==> config.mk <==
export PLATFORM = sky130hd
export DESIGN_NAME = jtframe_dwnld_wr_flat
export DESIGN_NICKNAME = d
export VERILOG_FILES = /design/src/rtl/jtframe_dwnld_pkg.sv /design/src/rtl/jtframe_dwnld_wr_if.sv /design/src/rtl/jtframe_prog_fifo.sv /design/src/rtl/jtframe_dwnld_wr.sv /design/src/flat_wrapper.sv
export SDC_FILE = /design/constraint.sdc
export NUM_CORES = 1
export LEC_CHECK = 0
export ABC_AREA = 0
export CAP_MARGIN = 10
export CORE_MARGIN = 10
export CORE_UTILIZATION = 51
export DETAILED_ROUTE_END_ITERATION = 12
export PLACE_DENSITY_LB_ADDON = 0.05
export SLEW_MARGIN = 20
export SYNTH_ARGS = -nofsm -noshare
export SYNTH_HDL_FRONTEND = slang
export SYNTH_SLANG_ARGS = --single-unit
==> constraint.sdc <==
create_clock -name clk -period 2.9 [get_ports clk]
set_input_delay 0.29 -clock clk [delete_from_list [all_inputs] [get_ports clk]]
set_output_delay 0.29 -clock clk [all_outputs]
set_load 0.005 [all_outputs]
==> src/rtl/jtframe_dwnld_pkg.sv <==
// Shared types for the ROM-download-to-SDRAM write path.
// The queued write entry, the output FSM states and the "bank unused" start address.
package jtframe_dwnld_pkg;

    localparam logic [24:0] BANK_UNUSED = 25'h1FF_FFFF;

    typedef struct packed {
        logic [1:0]  bank;
        logic [21:0] addr;
        logic [7:0]  data;
        logic [1:0]  mask;
    } prog_entry_t;

    typedef enum logic [1:0] {
        IDLE = 2'd0,
        REQ  = 2'd1,
        WAIT = 2'd2
    } state_t;

    // Mask bit set means the lane is masked, so writing lane 1 masks lane 0.
    function automatic logic [1:0] lane_mask(input logic lane);
        return lane ? 2'b01 : 2'b10;
    endfunction

endpackage

==> src/rtl/jtframe_dwnld_wr_if.sv <==
// SDRAM programming port between the download writer (master) and the SDRAM controller (slave).
// Handshake: the master raises prog_we with prog_addr/data/mask/bank stable and keeps them
// stable until it samples sdram_ack high on a clock edge; prog_rdy marks that write as finished.
interface jtframe_dwnld_wr_if;
    logic [21:0] prog_addr;
    logic [7:0]  prog_data;
    logic [1:0]  prog_mask;
    logic [1:0]  prog_bank;
    logic        prog_we;
    logic        sdram_ack;
    logic        prog_rdy;

    modport master (
        output prog_addr, prog_data, prog_mask, prog_bank, prog_we,
        input  sdram_ack, prog_rdy
    );

    modport slave (
        input  prog_addr, prog_data, prog_mask, prog_bank, prog_we,
        output sdram_ack, prog_rdy
    );
endinterface

==> src/rtl/jtframe_prog_fifo.sv <==
// Small synchronous FIFO of pending SDRAM writes; the head entry is shown combinationally.
// A push into a full FIFO succeeds when a pop happens in the same cycle.
module jtframe_prog_fifo
    import jtframe_dwnld_pkg::*;
#(
    parameter int AW = 2
) (
    input  logic        clk,
    input  logic        rst_n,
    input  logic        push,
    input  prog_entry_t wdata,
    input  logic        pop,
    output prog_entry_t rdata,
    output logic        full,
    output logic        empty
);

    localparam int DEPTH = 1 << AW;

    // Pointers carry one extra wrap bit to tell full from empty.
    logic [AW:0] wr_ptr_q, wr_ptr_d;
    logic [AW:0] rd_ptr_q, rd_ptr_d;
    prog_entry_t mem_q [DEPTH];
    logic        do_push;
    logic        do_pop;

    assign empty = (wr_ptr_q == rd_ptr_q);
    assign full  = (wr_ptr_q[AW] != rd_ptr_q[AW]) &&
                   (wr_ptr_q[AW-1:0] == rd_ptr_q[AW-1:0]);
    assign rdata = mem_q[rd_ptr_q[AW-1:0]];

    assign do_pop  = pop && !empty;
    assign do_push = push && (!full || do_pop);

    always_comb begin
        wr_ptr_d = wr_ptr_q;
        rd_ptr_d = rd_ptr_q;
        if (do_push) wr_ptr_d = wr_ptr_q + {{AW{1'b0}}, 1'b1};
        if (do_pop)  rd_ptr_d = rd_ptr_q + {{AW{1'b0}}, 1'b1};
    end

    always_ff @(posedge clk or negedge rst_n) begin
        if (!rst_n) begin
            wr_ptr_q <= '0;
            rd_ptr_q <= '0;
        end else begin
            wr_ptr_q <= wr_ptr_d;
            rd_ptr_q <= rd_ptr_d;
        end
    end

    always_ff @(posedge clk) begin
        if (do_push) mem_q[wr_ptr_q[AW-1:0]] <= wdata;
    end

endmodule

==> src/rtl/jtframe_dwnld_wr.sv <==
// Turns the ioctl ROM byte stream into SDRAM programming writes, mapping the linear image
// onto banks and queueing bytes while the controller stalls.
module jtframe_dwnld_wr
    import jtframe_dwnld_pkg::*;
#(
    parameter logic [24:0] BA1_START = BANK_UNUSED,
    parameter logic [24:0] BA2_START = BANK_UNUSED,
    parameter logic [24:0] BA3_START = BANK_UNUSED,
    parameter int          FIFO_AW   = 2,
    parameter int          SWAB      = 0
) (
    input  logic              clk,
    input  logic              rst_n,
    input  logic              downloading,
    input  logic [24:0]       ioctl_addr,
    input  logic [7:0]        ioctl_data,
    input  logic              ioctl_wr,
    jtframe_dwnld_wr_if.master prog,
    output logic              dwnld_busy,
    output logic              dwnld_err,
    output state_t            dbg_state
);

    localparam logic SWAB_BIT = (SWAB != 0);

    logic [24:0] off;
    logic [1:0]  bank;
    logic        accept;
    logic        range_err;

    prog_entry_t s1_entry_d, s1_entry_q;
    logic        s1_valid_d, s1_valid_q;

    prog_entry_t fifo_head;
    logic        fifo_push, fifo_pop, fifo_full, fifo_empty;
    logic        bypass, drop_full;

    state_t      state_d, state_q;
    prog_entry_t out_d, out_q;
    logic        we_d, we_q;
    logic        err_d, err_q;
    logic        dl_q;

    // Stage 1: bank mapping, highest bank checked first.
    always_comb begin
        bank = 2'd0;
        off  = ioctl_addr;
        if (ioctl_addr >= BA3_START) begin
            bank = 2'd3;
            off  = ioctl_addr - BA3_START;
        end else if (ioctl_addr >= BA2_START) begin
            bank = 2'd2;
            off  = ioctl_addr - BA2_START;
        end else if (ioctl_addr >= BA1_START) begin
            bank = 2'd1;
            off  = ioctl_addr - BA1_START;
        end
        s1_entry_d.bank = bank;
        s1_entry_d.addr = off[22:1];
        s1_entry_d.data = ioctl_data;
        s1_entry_d.mask = lane_mask(off[0] ^ SWAB_BIT);
        accept     = downloading && ioctl_wr;
        range_err  = accept && (off[24:23] != 2'b00);
        s1_valid_d = accept && !range_err;
    end

    // With nothing queued and the FSM idle, stage 1 goes straight to the output registers.
    assign bypass    = (state_q == IDLE) && fifo_empty && s1_valid_q;
    assign fifo_push = s1_valid_q && !bypass && (!fifo_full || fifo_pop);
    assign drop_full = s1_valid_q && !bypass && fifo_full && !fifo_pop;

    jtframe_prog_fifo #(
        .AW (FIFO_AW)
    ) u_fifo (
        .clk   (clk),
        .rst_n (rst_n),
        .push  (fifo_push),
        .wdata (s1_entry_q),
        .pop   (fifo_pop),
        .rdata (fifo_head),
        .full  (fifo_full),
        .empty (fifo_empty)
    );

    always_comb begin
        err_d = ((downloading && !dl_q) ? 1'b0 : err_q) | range_err | drop_full;
    end

    always_ff @(posedge clk or negedge rst_n) begin
        if (!rst_n) begin
            state_q    <= IDLE;
            out_q      <= '0;
            we_q       <= 1'b0;
            s1_entry_q <= '0;
            s1_valid_q <= 1'b0;
            err_q      <= 1'b0;
            dl_q       <= 1'b0;
        end else begin
            state_q    <= state_d;
            out_q      <= out_d;
            we_q       <= we_d;
            s1_entry_q <= s1_entry_d;
            s1_valid_q <= s1_valid_d;
            err_q      <= err_d;
            dl_q       <= downloading;
        end
    end

    always_comb begin
        state_d = state_q;
        unique case (state_q)
            IDLE: if (!fifo_empty || s1_valid_q) state_d = REQ;
            REQ:  if (prog.sdram_ack) state_d = prog.prog_rdy ? IDLE : WAIT;
            WAIT: if (prog.prog_rdy) state_d = IDLE;
            default: state_d = IDLE;
        endcase
    end

    // The queue head is older than stage 1, so it is always served first.
    always_comb begin
        out_d    = out_q;
        we_d     = we_q;
        fifo_pop = 1'b0;
        unique case (state_q)
            IDLE: begin
                if (!fifo_empty) begin
                    out_d    = fifo_head;
                    fifo_pop = 1'b1;
                    we_d     = 1'b1;
                end else if (s1_valid_q) begin
                    out_d = s1_entry_q;
                    we_d  = 1'b1;
                end
            end
            REQ: if (prog.sdram_ack) we_d = 1'b0;
            default: we_d = 1'b0;
        endcase
    end

    assign prog.prog_addr = out_q.addr;
    assign prog.prog_data = out_q.data;
    assign prog.prog_mask = out_q.mask;
    assign prog.prog_bank = out_q.bank;
    assign prog.prog_we   = we_q;

    assign dwnld_busy = downloading || s1_valid_q || !fifo_empty || (state_q != IDLE);
    assign dwnld_err  = err_q;
    assign dbg_state  = state_q;

endmodule

==> src/flat_wrapper.sv <==
// flat-port wrapper written by rule: the top's interface ports become plain ports
module jtframe_dwnld_wr_flat import jtframe_dwnld_pkg::*;
#(
    parameter logic [24:0] BA1_START = BANK_UNUSED,
    parameter logic [24:0] BA2_START = BANK_UNUSED,
    parameter logic [24:0] BA3_START = BANK_UNUSED,
    parameter int          FIFO_AW   = 2,
    parameter int          SWAB      = 0
)
  (clk, rst_n, downloading, ioctl_addr, ioctl_data, ioctl_wr, dwnld_busy, dwnld_err, dbg_state, prog_prog_addr, prog_prog_data, prog_prog_mask, prog_prog_bank, prog_prog_we, prog_sdram_ack, prog_prog_rdy);
  jtframe_dwnld_wr_if prog_i ();
  input  logic clk;
  input  logic rst_n;
  input  logic downloading;
  input  logic [24:0] ioctl_addr;
  input  logic [7:0] ioctl_data;
  input  logic ioctl_wr;
  output logic dwnld_busy;
  output logic dwnld_err;
  output state_t dbg_state;
  output wire logic [$bits(prog_i.prog_addr)-1:0] prog_prog_addr;
  output wire logic [$bits(prog_i.prog_data)-1:0] prog_prog_data;
  output wire logic [$bits(prog_i.prog_mask)-1:0] prog_prog_mask;
  output wire logic [$bits(prog_i.prog_bank)-1:0] prog_prog_bank;
  output wire logic [$bits(prog_i.prog_we)-1:0] prog_prog_we;
  input wire logic [$bits(prog_i.sdram_ack)-1:0] prog_sdram_ack;
  input wire logic [$bits(prog_i.prog_rdy)-1:0] prog_prog_rdy;
  assign prog_prog_addr = prog_i.prog_addr;
  assign prog_prog_data = prog_i.prog_data;
  assign prog_prog_mask = prog_i.prog_mask;
  assign prog_prog_bank = prog_i.prog_bank;
  assign prog_prog_we = prog_i.prog_we;
  assign prog_i.sdram_ack = prog_sdram_ack;
  assign prog_i.prog_rdy = prog_prog_rdy;
  jtframe_dwnld_wr #(.BA1_START(BA1_START), .BA2_START(BA2_START), .BA3_START(BA3_START), .FIFO_AW(FIFO_AW), .SWAB(SWAB)) u_core (.clk(clk), .rst_n(rst_n), .downloading(downloading), .ioctl_addr(ioctl_addr), .ioctl_data(ioctl_data), .ioctl_wr(ioctl_wr), .prog(prog_i), .dwnld_busy(dwnld_busy), .dwnld_err(dwnld_err), .dbg_state(dbg_state));
endmodule
Word-level counts from Yosys, hierarchy flattened
Memory sizes are Yosys's and may differ from the RTL's.
Index checks and enable logic that the tools add are counted.
{"block": "classes", "n_addsub": 3, "n_mul": 0, "div_mod_pow": 0, "n_lt_le_gt_ge": 1, "n_eq_ne": 10, "shift": 0, "muxes": 19, "bitwise": 2, "reduce_logical": 31}
{"operator": "34-bit two-way mux", "n": 2}
{"operator": "25-bit >= comparator (second input constant)", "n": 1}
{"operator": "25-bit two-way mux", "n": 1}
{"operator": "25-bit subtractor (second input constant)", "n": 1}
{"operator": "1-bit logical AND", "n": 13}
{"operator": "2-bit two-way mux", "n": 6}
{"operator": "1-bit two-way mux", "n": 8}
{"operator": "3-bit by 1-bit adder with 3-bit output (second input constant)", "n": 2}
{"operator": "1-bit zero test", "n": 6}
{"operator": "1-bit logical OR", "n": 6}
{"operator": "2-bit != test (second input constant)", "n": 3}
{"operator": "2-bit one-hot mux with 3 select lines", "n": 1}
{"operator": "2-bit AND reduction", "n": 2}
{"operator": "2-bit nonzero test", "n": 2}
{"operator": "3-bit == test", "n": 1}
{"operator": "3-bit by 2-bit != test with 1-bit output (second input constant)", "n": 1}
{"operator": "3-bit AND reduction", "n": 1}
{"operator": "2-bit by 1-bit == test with 1-bit output (second input constant)", "n": 1}
{"operator": "2-bit == test", "n": 1}
{"operator": "2-bit == test (second input constant)", "n": 1}
{"operator": "2-bit zero test", "n": 1}
{"operator": "2-bit by 1-bit != test with 1-bit output (second input constant)", "n": 1}
{"operator": "1-bit OR", "n": 2}
{"operator": "1-bit one-hot mux with 2 select lines", "n": 1}
{"operator": "1-bit != test", "n": 1}
{"block": "word_totals", "register_bits": 80, "latch_bits": 0, "mem_bits_rw": 136, "mem_bits_ro": 0, "output_inout_bits": 39, "word_cells": 82, "mem_count": 1}
{"memory": "u_core.u_fifo.mem_q", "words": 4, "width": 34, "read_ports": 1, "rd_ports_with_merged_regs": 0, "wr": 1, "line": "jtframe_prog_fifo.sv:23", "source": "prog_entry_t mem_q [DEPTH];"}

Longest topological paths before layout
{"block": "depth", "ltp_word": 9, "depth_mapped": 7}

Cells and area by module
From an unflattened synthesis, not the netlist that was laid out.
{"block": "unflattened", "cells_unflattened": 474, "hier_area_um2": 8286.7}
{"mod": "jtframe_prog_fifo", "instances": 1, "cells_per_inst": 221, "area_per_inst_um2": 5360.1, "seq_area_each_um2": 4234.1}
{"mod": "jtframe_dwnld_wr", "instances": 1, "cells_per_inst": 253, "area_per_inst_um2": 2926.6, "seq_area_each_um2": 1826.8}

Least setup slack after synthesis
OpenSTA, ideal clock, no wires.
{"block": "synth_path", "path_type": "reg-to-reg", "startpoint": "register u_core.u_fifo.rd_ptr_q[2]", "endpoint": "memory u_core.u_fifo.mem_q[3][0] in the netlist's numbering (enable)", "setup_ns": 0.437, "arrival_time_ns": 2.585, "slack_ns": -0.122, "path_stages_with_launch": 4, "path_buffers": 0, "cell_sequence": "dfrtp_1 -> xor2_2 -> xor2_1 -> a21oi_1"}
{"block": "synth_via", "elab_chain_len": 9, "elab_cells_between_ends": 18, "classes_between": "eq/ne (2); mux (4); reduce/logical (12)"}
{"element": "from (decl)", "line": "jtframe_prog_fifo.sv:22", "source": "logic [AW:0] rd_ptr_q, rd_ptr_d;"}
{"element": "from (signal assigned)", "line": "jtframe_prog_fifo.sv:48", "source": "rd_ptr_q <= rd_ptr_d;"}
{"element": "3-bit == test", "line": "jtframe_prog_fifo.sv:27", "source": "assign empty = (wr_ptr_q == rd_ptr_q);"}
{"element": "1-bit logical AND (2 in series)", "line": "jtframe_dwnld_wr.sv:68", "source": "assign bypass = (state_q == IDLE) && fifo_empty && s1_valid_q;"}
{"element": "1-bit zero test", "line": "jtframe_dwnld_wr.sv:69", "source": "assign fifo_push = s1_valid_q && !bypass && (!fifo_full || fifo_pop);"}
{"element": "1-bit logical AND (2 in series)", "line": "jtframe_dwnld_wr.sv:69"}
{"element": "1-bit logical AND *", "line": "jtframe_prog_fifo.sv:33", "source": "assign do_push = push && (!full || do_pop);"}
{"element": "1-bit two-way mux *", "line": "jtframe_prog_fifo.sv:53", "source": "if (do_push) mem_q[wr_ptr_q[AW-1:0]] <= wdata;"}
{"element": "1-bit two-way mux (implied by the code) *", "line": "jtframe_prog_fifo.sv:53"}
{"element": "to (decl)", "line": "jtframe_prog_fifo.sv:23"}
Every way passes the cells marked *; elsewhere a longest branch is shown, timed or not.

Worst setup path after layout
{"block": "layout_path", "startpoint": "register u_core.u_fifo.wr_ptr_q[1]", "endpoint": "output port dwnld_busy"}
{"block": "layout_via", "elab_chain_len": 4}
{"element": "from (decl)", "line": "jtframe_prog_fifo.sv:21", "source": "logic [AW:0] wr_ptr_q, wr_ptr_d;"}
{"element": "from (signal assigned)", "line": "jtframe_prog_fifo.sv:47", "source": "wr_ptr_q <= wr_ptr_d;"}
{"element": "3-bit == test", "line": "jtframe_prog_fifo.sv:27"}
{"element": "1-bit zero test", "line": "jtframe_dwnld_wr.sv:146", "source": "assign dwnld_busy = downloading || s1_valid_q || !fifo_empty || (state_q != IDLE);"}
{"element": "1-bit logical OR (2 in series)", "line": "jtframe_dwnld_wr.sv:146"}
{"element": "to (decl)", "line": "flat_wrapper.sv:18", "source": "output logic dwnld_busy;"}
Every way passes these cells.

==> summary.md <==
| Metric | Value |
|---|---|
| Critical path class | flip-flop to output pin |
| Worst hold path class | input port to flip-flop |
| Die Width | 146.2 µm |
| IO buf count | 77 |
| CTS sink count | 210 |
| Post-layout nets | 588 |
| Root Buffer Master | clkbuf_16 |
| Critical Path Source Type | flip-flop |
| Area contributors post-synth | edfxtp_1 (49%), dfrtp_1 (24%), mux4_2 (9.2%) |
| Worst Slack Setup Final | 0.4274 ns |
| Final setup viols | 0 |
| DP Worst Slack | 0.4895 ns |
| Insertion delay to the later sink of the worst-skew pair | 0.50 ns |
| R2r startpoint | u_core.u_fifo.rd_ptr_q[2]$_DFFE_PN0P_ |
| WP data arrival | 2.18 ns |
| Syn nets | 496 |
| Total setup buffers inserted after CTS | 0 |
| Minimum clock period | 2.473 ns |
| Synth Area in Adders | 0.009244 |
| Vias in the first global route | 4,750 |
| GRT Resource Usage Total | 0.1558 |
| Pin count of the biggest net entering global routing | 79 |
| Pre-antenna DRT Iters | 4 |
| Max transition margin | 0.4910 |
| Core Area | 15,770 µm² |
| CP startpoint | u_core.u_fifo.wr_ptr_q[1]$_DFFE_PN0P_ |
| Initial antenna violation count | 0 |
| Residual DRC count | 0 |
| Overall power | 9.826 mW |
| Htree depth | 1 |
| R2r worst-path depth | 5 |
| Outcome | finished, final reports clean |
| WL/cell | 21.19 µm |
| FF-to-FF End | u_core.u_fifo.mem_q[2][15]$_DFFE_PP_ |
| Setup crit end kind | output pin |
| Final worst path period share | 0.8526 |
| DR iter-0 viols | 198 |
| Asr flop ratio synth | 0.3714 |
| Lkg Pwr | 3.562 nW |
| Fillers | 1,208 |
| Worst ir drop on vdd | 0.001046 V |
| Reg2reg setup slack | 0.62 ns |
| Crit-path max FO | 8 |
| Final hold vios | 0 |
| Antenna cells | 0 |
| I/O pin cnt | 78 |
| Synth Flop Type | edfxtp_1 |
| Final TNS setup | 0 ns |
| Total Wirelength | 16.42 mm |
| Antenna-violating nets left | 0 |
| Post-cts hold buffer count | 0 |
| Synth Register Bits | 210 |
| DIE HEIGHT | 146.2 µm |
| Gr ovfl total | 0 |
| Post-synthesis mux area share | 0.1382 |
| Sum of net half-perimeters after detailed placement | 9.805 mm |
| GP Congestion | 0.7448 |
| Area delta synth->final | 22.22% |
| Commonest non-fill, non-tap cell in the layout | edfxtp_1 |
| Slew @ Worst Pin | 0.7634 ns |
| Area fraction in and, or, nand and nor cells after synthesis | 0.05577 |
| First-pass GRT wire length | 26.61 mm |
| CP Data Required Time | 2.61 ns |
| Slew Limit Fails | 0 |
| WHS | 0.2276 ns |
| CTS tree | done |
| Skew final | 0.01088 ns |
| Synthesized cell area | 8122 µm² |
| Mapped Avg Cell Area | 18.01 µm² |
| Compound-cell area share of the yosys netlist | 0.03097 |
| Worst-path clk slew | 0.06 ns |
| Max clock buf depth | 3 |
| Number of synthesized flops with an enable pin | 132 |
| Vias/cell | 5.400 |
| Post-synth cell types | 40 |
| Die footprint | 21,370 µm² |
| Num CTS Buffers | 22 |
| Post-CTS resize count | 0 |
| Register area share after synthesis | 0.7284 |
| Share of layout cells above drive strength 1 | 0.1771 |
| Unrepaired setup endpoints after global routing | false |
| Yosys top cell area share | 0.4881 |
| Fmax | 0.4044 GHz |
| Detailed-route via count | 4,185 |
| Syn Inst Count | 451 |
| Rows | 46 |
| PwrDens | 990.0 nW/µm² |
| Max cap viols | 0 |
| Synth warn | 0 |
| Initial core utilization | 0.5150 |
| Combinational family with the most area after synthesis | multiplexers |
| Xor and xnor area share after synthesis | 0.01356 |
| Synth area leader | edfxtp_1 |
| Final core occ | 0.6294 |
| Most frequent cells in the layout | edfxtp_1 (132), clkdlybuf4s50_1 (76), dfrtp_1 (76) |
| Crit path to | dwnld_busy |
[worst min path at each step]
| stage | to | depth (start not counted) | slack (ns) | from |
|---|---|---|---|---|
| finish | u_core.s1_entry_q[7]$_DFF_PN0_ | 1 | 0.23 | ioctl_data[5] |
| global route | u_core.s1_entry_q[7]$_DFF_PN0_ | 1 | 0.23 | ioctl_data[5] |
| CTS | u_core.dbg_state[0]$_DFFE_PN0P_ | 1 | 0.03 | rst_n |
| detailed placement | u_core.prog.prog_data[7]$_DFFE_PN0P_ | 2 | 0.47 | u_core.prog.prog_data[7]$_DFFE_PN0P_ |
| global placement | u_core.prog.prog_data[2]$_DFFE_PN0P_ | 2 | 0.46 | u_core.prog.prog_data[2]$_DFFE_PN0P_ |
| floorplan | u_core.dbg_state[0]$_DFFE_PN0P_ | 0 | -0.006 | rst_n |
[routing by layer]
metal / vias to the layer above / wire, µm / track usage
li1: 1885 / - / -
met1: 2183 / 6963 / 0.1957
met2: 93 / 8364 / 0.2643
met3: 24 / 711 / 0.03307
met4: 0 / 379 / 0.05055
met5: - / 0 / 0
[Yosys cell counts, types with 2 or more instances]
cell and count:
clkbuf_2 2, and2_1 24, nor3_2 2, edfxtp_1 132, nand4_1 6, xor2_1 5, nand3_1 5, nor2_1 7
buf_4 3, o21ai_0 21, dfrtp_1 78, inv_1 3, buf_12 2, mux2_2 3, mux4_2 33, mux2i_1 33
buf_6 5, o21ai_1 14, ha_1 6, xnor2_1 2, xor2_2 3, buf_2 7, nand2_1 38
[layout make-up]
class	instances	area, µm²	area share
Tap cell	216	270.3	0.02723
Clock buffer	34	686.9	0.06920
Inverter	3	11.26	0.001135
Timing Repair Buffer	89	902.1	0.09089
Sequential cell	210	5918	0.5962
Clock inverter	6	103.9	0.01046
Multi-Input combinational cell	217	2033	0.2048
[sequential cells by signal, summed over array words and instances, names as in the netlist]
name,flops
u_core.dbg_state,2
u_core.dl_q,1
u_core.dwnld_err,1
u_core.prog.prog_addr,22
u_core.prog.prog_bank,1
u_core.prog.prog_data,8
u_core.prog.prog_mask,2
u_core.prog.prog_we,1
u_core.s1_entry_q,33
u_core.s1_valid_q,1
u_core.u_fifo.mem_q,132
u_core.u_fifo.rd_ptr_q,3
u_core.u_fifo.wr_ptr_q,3
[where the power goes]
part           internal [mW]  switching [mW]  total, mW  leakage (nW)
Clock                   1.89            1.10       2.99         0.390
Combinational           1.51            1.48       2.98          1.05
Sequential              3.59           0.258       3.85          2.12
Total                   6.99            2.83       9.83          3.56
[critical path: stages, from the launching register on]
cell             delay (ns)
dfrtp_1                0.46
xor2_2                 0.25
nor3_4                 0.21
buf_4                  0.21
nand3_1                0.08
clkdlybuf4s50_1        0.47
[logic make-up (layout without fill, tap and decap cells)]
group,count (synthesis),in the layout
muxes,70,70
buffers and inverters,24,132
xor gates and xnor gates,10,10
adders and majority gates,6,6
and+or+nand+nor,89,89
DFF,210,210
AOI/OAI and AO/OA,42,42
[stage by stage]
step                      instance area, µm²  instances
after detailed placement                9121        734
after global placement                  9121        734
after global routing                    9926        775
after CTS                               9912        774
final                                   9926        775
after floorplan                         8125        451
Note: power is estimated with default switching activity, not from simulation.
